==> config.mk <==
export PLATFORM = sky130hd
export DESIGN_NAME = core_sequencer
export DESIGN_NICKNAME = d
export VERILOG_FILES = /design/src/rtl/core_sequencer.sv
export SDC_FILE = /design/constraint.sdc
export NUM_CORES = 1
export LEC_CHECK = 0
export ABC_AREA = 1
export CORE_MARGIN = 3
export CORE_UTILIZATION = 45
export DETAILED_ROUTE_END_ITERATION = 8
export GPL_ROUTABILITY_DRIVEN = 0
export HOLD_SLACK_MARGIN = 0.15
export PLACE_DENSITY = 0.72
export SKIP_CTS_REPAIR_TIMING = 1
export SLEW_MARGIN = 10
export SYNTH_ARGS = -nofsm -noshare
export SYNTH_HDL_FRONTEND = slang
export SYNTH_SLANG_ARGS = --single-unit
==> constraint.sdc <==
create_clock -name clk -period 2.45 [get_ports clk]
set_clock_uncertainty 0.2 [all_clocks]
set_input_delay 0.49 -clock clk [delete_from_list [all_inputs] [get_ports clk]]
set_output_delay 0.49 -clock clk [all_outputs]
set_load 0.05 [all_outputs]
==> src/rtl/core_sequencer.sv <==
// Multi-cycle RV32I control sequencer: FETCH/DECODE/EXEC/MEM/WB stepping with
// ready/timeout memory handshake, branch resolution, retire counting and sticky fault.
module core_sequencer #(
    parameter int unsigned MEM_TIMEOUT = 16,
    parameter int unsigned RET_W       = 32
) (
    input  logic             clk,
    input  logic             rst,
    input  logic [6:0]       opcode,
    input  logic [2:0]       funct3,
    input  logic             BrEq,
    input  logic             BrLT,
    input  logic             mem_ready,
    output logic [2:0]       state,
    output logic             ir_en,
    output logic             pc_en,
    output logic             pc_sel,
    output logic             reg_wen,
    output logic             mem_en,
    output logic             mem_rw,
    output logic             fault,
    output logic [RET_W-1:0] retired
);

    typedef enum logic [2:0] {
        S_FETCH  = 3'd0,
        S_DECODE = 3'd1,
        S_EXEC   = 3'd2,
        S_MEM    = 3'd3,
        S_WB     = 3'd4,
        S_FAULT  = 3'd5
    } state_e;

    localparam logic [6:0] OP_R  = 7'b0110011;
    localparam logic [6:0] OP_I  = 7'b0010011;
    localparam logic [6:0] OP_LD = 7'b0000011;
    localparam logic [6:0] OP_ST = 7'b0100011;
    localparam logic [6:0] OP_BR = 7'b1100011;

    localparam int unsigned       CNT_W   = (MEM_TIMEOUT > 2) ? $clog2(MEM_TIMEOUT) : 1;
    localparam logic [CNT_W-1:0] TO_LAST = CNT_W'((MEM_TIMEOUT > 0) ? MEM_TIMEOUT - 1 : 0);

    state_e             state_q, state_d;
    logic [CNT_W-1:0]   wait_q, wait_d;
    logic               fault_q;
    logic [RET_W-1:0]   ret_q;
    logic               timeout;
    logic               ir_en_raw, pc_en_raw, pc_sel_raw, reg_wen_raw, mem_en_raw, mem_rw_raw;

    assign timeout = (MEM_TIMEOUT != 0) && (wait_q == TO_LAST);

    always_comb begin
        state_d     = state_q;
        wait_d      = wait_q;
        ir_en_raw   = 1'b0;
        pc_en_raw   = 1'b0;
        pc_sel_raw  = 1'b0;
        reg_wen_raw = 1'b0;
        mem_en_raw  = 1'b0;
        mem_rw_raw  = 1'b0;
        case (state_q)
            S_FETCH: begin
                mem_en_raw = 1'b1;
                if (mem_ready) begin
                    ir_en_raw = 1'b1;
                    state_d   = S_DECODE;
                end else if (timeout) begin
                    state_d = S_FAULT;
                end else begin
                    wait_d = wait_q + CNT_W'(1);
                end
            end
            S_DECODE: begin
                case (opcode)
                    OP_R, OP_I, OP_LD, OP_ST, OP_BR: state_d = S_EXEC;
                    default:                         state_d = S_FAULT;
                endcase
            end
            S_EXEC: begin
                case (opcode)
                    OP_R, OP_I:   state_d = S_WB;
                    OP_LD, OP_ST: state_d = S_MEM;
                    OP_BR: begin
                        // funct3[2] selects the BrLT flag, funct3[0] inverts the sense
                        if (funct3 == 3'b010 || funct3 == 3'b011) begin
                            state_d = S_FAULT;
                        end else begin
                            pc_en_raw  = 1'b1;
                            pc_sel_raw = (funct3[2] ? BrLT : BrEq) ^ funct3[0];
                            state_d    = S_FETCH;
                        end
                    end
                    default:      state_d = S_FAULT;
                endcase
            end
            S_MEM: begin
                mem_en_raw = 1'b1;
                mem_rw_raw = (opcode == OP_ST);
                if (mem_ready) begin
                    if (opcode == OP_ST) begin
                        pc_en_raw = 1'b1;
                        state_d   = S_FETCH;
                    end else begin
                        state_d = S_WB;
                    end
                end else if (timeout) begin
                    state_d = S_FAULT;
                end else begin
                    wait_d = wait_q + CNT_W'(1);
                end
            end
            S_WB: begin
                reg_wen_raw = 1'b1;
                pc_en_raw   = 1'b1;
                state_d     = S_FETCH;
            end
            S_FAULT: state_d = S_FAULT;
            default: state_d = S_FAULT;
        endcase
        if (state_d != state_q) begin
            wait_d = '0;
        end
    end

    always_ff @(posedge clk or posedge rst) begin
        if (rst) begin
            state_q <= S_FETCH;
            wait_q  <= '0;
            fault_q <= 1'b0;
            ret_q   <= '0;
        end else begin
            state_q <= state_d;
            wait_q  <= wait_d;
            fault_q <= fault_q | (state_d == S_FAULT);
            if (pc_en_raw) begin
                ret_q <= ret_q + RET_W'(1);
            end
        end
    end

    // Strobes are masked by rst so a mid-access reset drops them the same instant
    assign ir_en   = ir_en_raw   & ~rst;
    assign pc_en   = pc_en_raw   & ~rst;
    assign pc_sel  = pc_sel_raw  & ~rst;
    assign reg_wen = reg_wen_raw & ~rst;
    assign mem_en  = mem_en_raw  & ~rst;
    assign mem_rw  = mem_rw_raw  & ~rst;
    assign state   = state_q;
    assign fault   = fault_q;
    assign retired = ret_q;

endmodule

==> flow_metrics.env <==
export IMPL_pre_cts_ws_ns=-0.213
export IMPL_slew_viol_final=0
export IMPL_n_antenna_cell=0
export IMPL_dieArea_um2=6830
export IMPL_nNetsFinal=457
export IMPL_hp_class="flip-flop to flip-flop"
export IMPL_fin_hold_ws_ns=0.284
export IMPL_vias=2640
export IMPL_port_buffers=56
export IMPL_outcome="complete, no violations"
export IMPL_n_fill_cell=514
export IMPL_vdd_drop_max_v=0.000303
export IMPL_worst_slack_ns=0.0355
export IMPL_path_clk_slew_ns=0.08
export IMPL_crit_path_max_fanout=6
export IMPL_die_x_um=82.7
export IMPL_clkLatencyLatePin_ns=0.29
export IMPL_cp_cell_sequence="nor3_4 > nand4_1 > buf_4 > nor3_4 > buf_12"
export IMPL_root_buffer="clkbuf_8"
export IMPL_end_kind="output pin"
export IMPL_grt_pass1_wl_um=11400
export IMPL_required_ns=1.76
export IMPL_start_util_pct=47.1
export IMPL_cts_tree="done"
export IMPL_grt_max_degree=41
export IMPL_gr_usage_all_layers_pct=21.7
export IMPL_post_drt_wl_per_cell_um=13.7
export IMPL_hold_viol=0
export IMPL_grt_pass1_vias=2375
export IMPL_slowest_delay_ns=0.47
export IMPL_grt_overflow=0
export IMPL_finalCriticalPeriod_ns=2.41
export IMPL_critPathSlowestCell="dfrtp_2"
export IMPL_netlist_area_um2=2640
export IMPL_drt_iter0_drc=204
export IMPL_fin_crit_sh_pct=98.6
export IMPL_syn_inst=361
export IMPL_worst_pin_slew_ns=0.505
export IMPL_crit_type="flip-flop to output pin"
export IMPL_fmax_mhz=414
export IMPL_htreeDepth=2
export IMPL_yosysTopAreaCell="dfrtp_1"
export IMPL_ys_types=31
export IMPL_antenna_found_initial=0
export IMPL_ys_seq_area_share_pct=37.9
export IMPL_dp_hpwl_um=5350
export IMPL_p_leak_nw=1.72
export IMPL_ant_nets=0
export IMPL_ioPinCount=57
export IMPL_numCtsBuffers=5
export IMPL_synth_seq_cells=40
export IMPL_first_pass_iters=4
export IMPL_finalPower_w=0.00126
export IMPL_yosys_warnings=0
export IMPL_critPathArrivalTime_ns=1.72
export IMPL_avgSynthCellArea_um2=7.32
export IMPL_clock_path_buffers=2
export IMPL_drc_errors=0
export IMPL_cap_violations=0
export IMPL_syn_to_final_growth_pct=39.1
export IMPL_crit_top_cell="nor3_4"
export IMPL_synth_area_leaders="dfrtp_1 38%, nand2_1 15%, xor2_1 7.3%"
export IMPL_viasPerCell=5.15
export IMPL_synth_nets=378
export IMPL_die_y_um=82.7
export IMPL_placeableCoreArea_um2=5610
export IMPL_setup_violations=0
export IMPL_drive_above_1_share_pct=17.0
export IMPL_worstSetupStartpointType="flip-flop"
export IMPL_slew_headroom_pct=66.2
export IMPL_power_density_nw_per_um2=344
export IMPL_cts_num_sinks=40
export IMPL_synth_top_area_share_pct=37.9
export IMPL_num_rows=27
export IMPL_wirelength_um=7010
-- state kept, by name, indices dropped and copies added, names as in the netlist --
register	count
wait_q	4
retired	32
fault	1
state	3
-- per-stage QoR --
step                      TNS, ns  cell area (µm²)  util [%]  cells
after global routing      -0.0217             3680      65.6    513
after detailed placement    -1.63             3450      61.6    499
after global placement     -0.332             3450      61.6    499
after CTS                  -0.447             3560      63.5    507
final                           0             3680      65.6    513
after floorplan                 0             2670         -    361
-- synthesized netlist by cell type --
cell type	n
nand2_1	103
dfrtp_1	40
inv_1	39
nor3_1	30
nand3_1	27
nor2_1	26
xor2_1	22
xnor2_1	9
nand4_1	8
o21ai_0	8
inv_2	6
nor2_2	5
o21ai_1	5
nand2_2	4
nand3_2	4
nand3b_1	4
a21oi_1	2
buf_6	2
ha_1	2
mux2i_1	2
nor3_4	2
nor4_1	2
a21o_1	1
and3_1	1
buf_2	1
buf_4	1
nor2_4	1
nor3_2	1
nor3b_1	1
o211ai_1	1
o22ai_1	1
-- kinds of logic (layout without fill, tap and decap cells) --
| group | count (synthesis) | after routing | share of synthesized area, % |
|---|---|---|---|
| AOI/OAI and AO/OA | 18 | 18 | 3.64 |
| xor gates and xnor gates | 31 | 31 | 10.3 |
| adders and majority gates | 2 | 2 | 0.946 |
| buffers and inverters | 49 | 129 | 7.71 |
| DFF | 40 | 40 | 37.9 |
| muxes | 2 | 2 | 0.757 |
| and+or+nand+nor | 219 | 219 | 38.8 |
-- layout by cell type (no fill, tap or decap), types with 2 or more instances in the layout --
cell	instances
a21oi_1	2
buf_12	6
buf_4	20
clkbuf_8	5
clkdlybuf4s50_1	42
clkinvlp_4	2
dfrtp_1	37
dfrtp_2	3
dlymetal6s2s_1	8
ha_1	2
inv_1	36
inv_2	7
mux2i_1	2
nand2_1	97
nand2_2	9
nand3_1	25
nand3_2	5
nand3b_1	4
nand4_1	8
nor2_1	24
nor2_2	6
nor2_4	2
nor3_1	28
nor3_2	2
nor3_4	3
o21ai_0	8
o21ai_1	5
xnor2_1	9
xor2_1	22
-- routing by layer --
metal | track usage [%] | wire, µm
met1 | 33.0 | 3370
met2 | 31.3 | 3190
met3 | 5.21 | 384
met4 | 4.08 | 67
met5 | 0 | 0
-- power breakdown --
part	internal, W	switching, W	total [W]
Combinational	0.0000313	0.0000378	0.0000691
Clock	0.000302	0.000233	0.000535
Sequential	0.000659	0	0.000659
Total	0.000993	0.000271	0.00126
-- critical path, delay by kind of cell (launching register included) --
family	cells	cell delay [ns]
and+or+nand+nor	3	0.61
DFF	1	0.47
buffers and inverters	2	0.35
-- worst paths after layout --
kind / from / depth (start not counted) / slack (ns) / to
worst max-delay path: state[2] / 5 / 0.04 / pc_sel
worst min-delay path: fault / 1 / 0.28 / fault
worst max register to register: retired[0] / 8 / 0.39 / retired[18]
worst min register to register: fault / 1 / 0.28 / fault
max in group asynchronous: rst / 4 / 1.03 / state[2]
min in group asynchronous: rst / 4 / 0.65 / retired[26]
-- layout make-up --
cell class | count | area (µm²) | area share (%)
Sequential cell | 40 | 1000 | 27.3
Clock inverter | 2 | 35.0 | 0.952
Tap cell | 72 | 90.1 | 2.45
Clock buffer | 6 | 72.6 | 1.97
Multi-Input combinational cell | 272 | 1510 | 41.0
Timing Repair Buffer | 76 | 791 | 21.5
Inverter | 45 | 176 | 4.80
Note: power is estimated with default switching activity, not from simulation.
==> patch: new RTL, same flow settings <==
Change the parameter `MEM_TIMEOUT` from 16 to 8.
--- a/src/rtl/core_sequencer.sv
+++ b/src/rtl/core_sequencer.sv
@@ -2,5 +2,5 @@
 // ready/timeout memory handshake, branch resolution, retire counting and sticky fault.
 module core_sequencer #(
-    parameter int unsigned MEM_TIMEOUT = 16,
+    parameter int unsigned MEM_TIMEOUT = 8,
     parameter int unsigned RET_W       = 32
 ) (
Check against the original RTL: not equivalent (a bounded check fails within 10 cycles, from zero or initial values and one cycle with rst high).
==> patch against the unedited design <==
  * Final area is 1.6% lower
  * Global-route usage is 0.83 points lower
  * Synthesized cell count is 0.83% lower
  * Core utilization is 0.24 points lower
  * Area after synthesis is 1.6% lower
  * Sequential cell count is 1 lower
  * Hold slack worse by 0.0079 ns
  * Setup slack better by 0.081 ns
  * Register-to-register slack worse by 0.04 ns
  * Routed wire length is 5.2% lower
  * Critical path type unchanged
  * Highest routed layer unchanged
Power is not compared: it rests on default switching activity, and its combinational part moved more than twofold at a synthesized area within 25%.
==> patch: results <==
export IMPL_final_layout_size_suffix_gt1_frac=0.173
export IMPL_cp_slowest_cell="clkdlybuf4s50_1"
export IMPL_port_buffers=56
export IMPL_hold_class="flop to flop"
export IMPL_grt_max_degree=22
export IMPL_whs_ns=0.276
export IMPL_dr_total_vias=2542
export IMPL_dp_hpwl_um=5240
export IMPL_place_area_um2=3410
export IMPL_cellLeakagePower_nw=1.68
export IMPL_largest_reg_flops=32
export IMPL_htreeDepth=2
export IMPL_r2r_cells=10
export IMPL_cpLargestDelayFamily="buffers and inverters"
export IMPL_status="complete, no violations"
export IMPL_tightestPinTransition_ns=0.525
export IMPL_cp_max_fo=6
export IMPL_synth_cell_types=28
export IMPL_ys_top_cells_by_area="dfrtp_1 38%, nand2_1 15%, xor2_1 6.7%"
export IMPL_routed_wl_um=6650
export IMPL_holdCritStartpoint="fault$_DFF_PP0_"
export IMPL_drtIter0Drc=105
export IMPL_cts_made_buffers=5
export IMPL_critPathArrivalTime_ns=1.64
export IMPL_grt_pass1_vias=2391
export IMPL_gr_usage_all_layers=0.209
export IMPL_dr_pass1_iters=4
export IMPL_clkLatencyLatePin_ns=0.30
export IMPL_antenna_found_initial=0
export IMPL_r2r_start="retired[0]$_DFFE_PP0P_"
export IMPL_nets=451
export IMPL_cts_buffer_depth=2
export IMPL_syn_nets=376
export IMPL_cp_startpoint="state[2]$_DFF_PP0_"
export IMPL_clk_pin_slew_ns=0.07
export IMPL_synth_commonest_cells="101 x nand2_1, 44 x inv_1, 42 x nor2_1, 39 x dfrtp_1, 22 x nand3_1"
export IMPL_regToRegEndpoint="retired[28]$_DFFE_PP0P_"
export IMPL_hold_path_end="fault$_DFF_PP0_"
export IMPL_ir_drop_v=0.000687
export IMPL_n_antenna_cell=0
export IMPL_ys_warn_count=0
export IMPL_seq_area_frac_synth=0.375
export IMPL_ff2ff_setup_slack_ns=0.35
export IMPL_max_stage_delay_ns=0.86
export IMPL_min_path_cells=2
export IMPL_grt_pass1_wl_um=10800
==> patch: logic make-up (layout without fill, tap and decap cells) <==
logic type | count (synthesis) | after routing | share of synthesized area
muxes | 1 | 1 | 0.00385
AOI/OAI and AO/OA | 15 | 15 | 0.0298
DFF | 39 | 39 | 0.375
adders and majority gates | 3 | 3 | 0.0144
xor gates and xnor gates | 29 | 29 | 0.0976
buffers and inverters | 54 | 130 | 0.0822
and+or+nand+nor | 217 | 217 | 0.397
==> patch: worst min-delay path, cell delays in order, from the launching register on <==
cell	delay, ns
dfrtp_1	0.35
inv_1	0.04
nand2_1	0.06
==> patch: through the flow <==
step / util / std cells / setup TNS (ns) / setup WS (ns) / power, mW
floorplan: - / 358 / -0.129 / -0.129 / 1.79
global placement: 0.616 / 495 / -0.125 / -0.0686 / 2.21
detailed placement: 0.616 / 495 / -0.346 / -0.106 / 2.22
CTS: 0.632 / 503 / -0.237 / -0.109 / 2.66
global route: 0.654 / 506 / 0 / 0.0179 / 2.86
finish: 0.654 / 506 / 0 / 0.117 / 2.68
==> patch: power by group <==
group          internal [mW]  switching, mW
logic                  0.469          0.909
registers              0.738          0.127
clock network          0.198          0.238
==> patch: worst max path at each step <==
stage,to
final,state[2]
after global routing,pc_en
after CTS,pc_en
after detailed placement,pc_en
after global placement,pc_en
after floorplan,mem_rw
==> patch: final cells by class <==
type	count	area, um2
clock buffers	5	68.8
clock inverters	3	20.0
fillers	507	1920
inverters	50	188
multi-input cells	265	1520
flip-flops and latches	39	978
well taps	72	90.1
repair buffers	72	761
==> patch: per-layer routing <==
metal  routed length, um  track usage
met3                 239       0.0384
met1                3080        0.277
met5                   0            0
met4                 135       0.0781
met2                3200        0.338
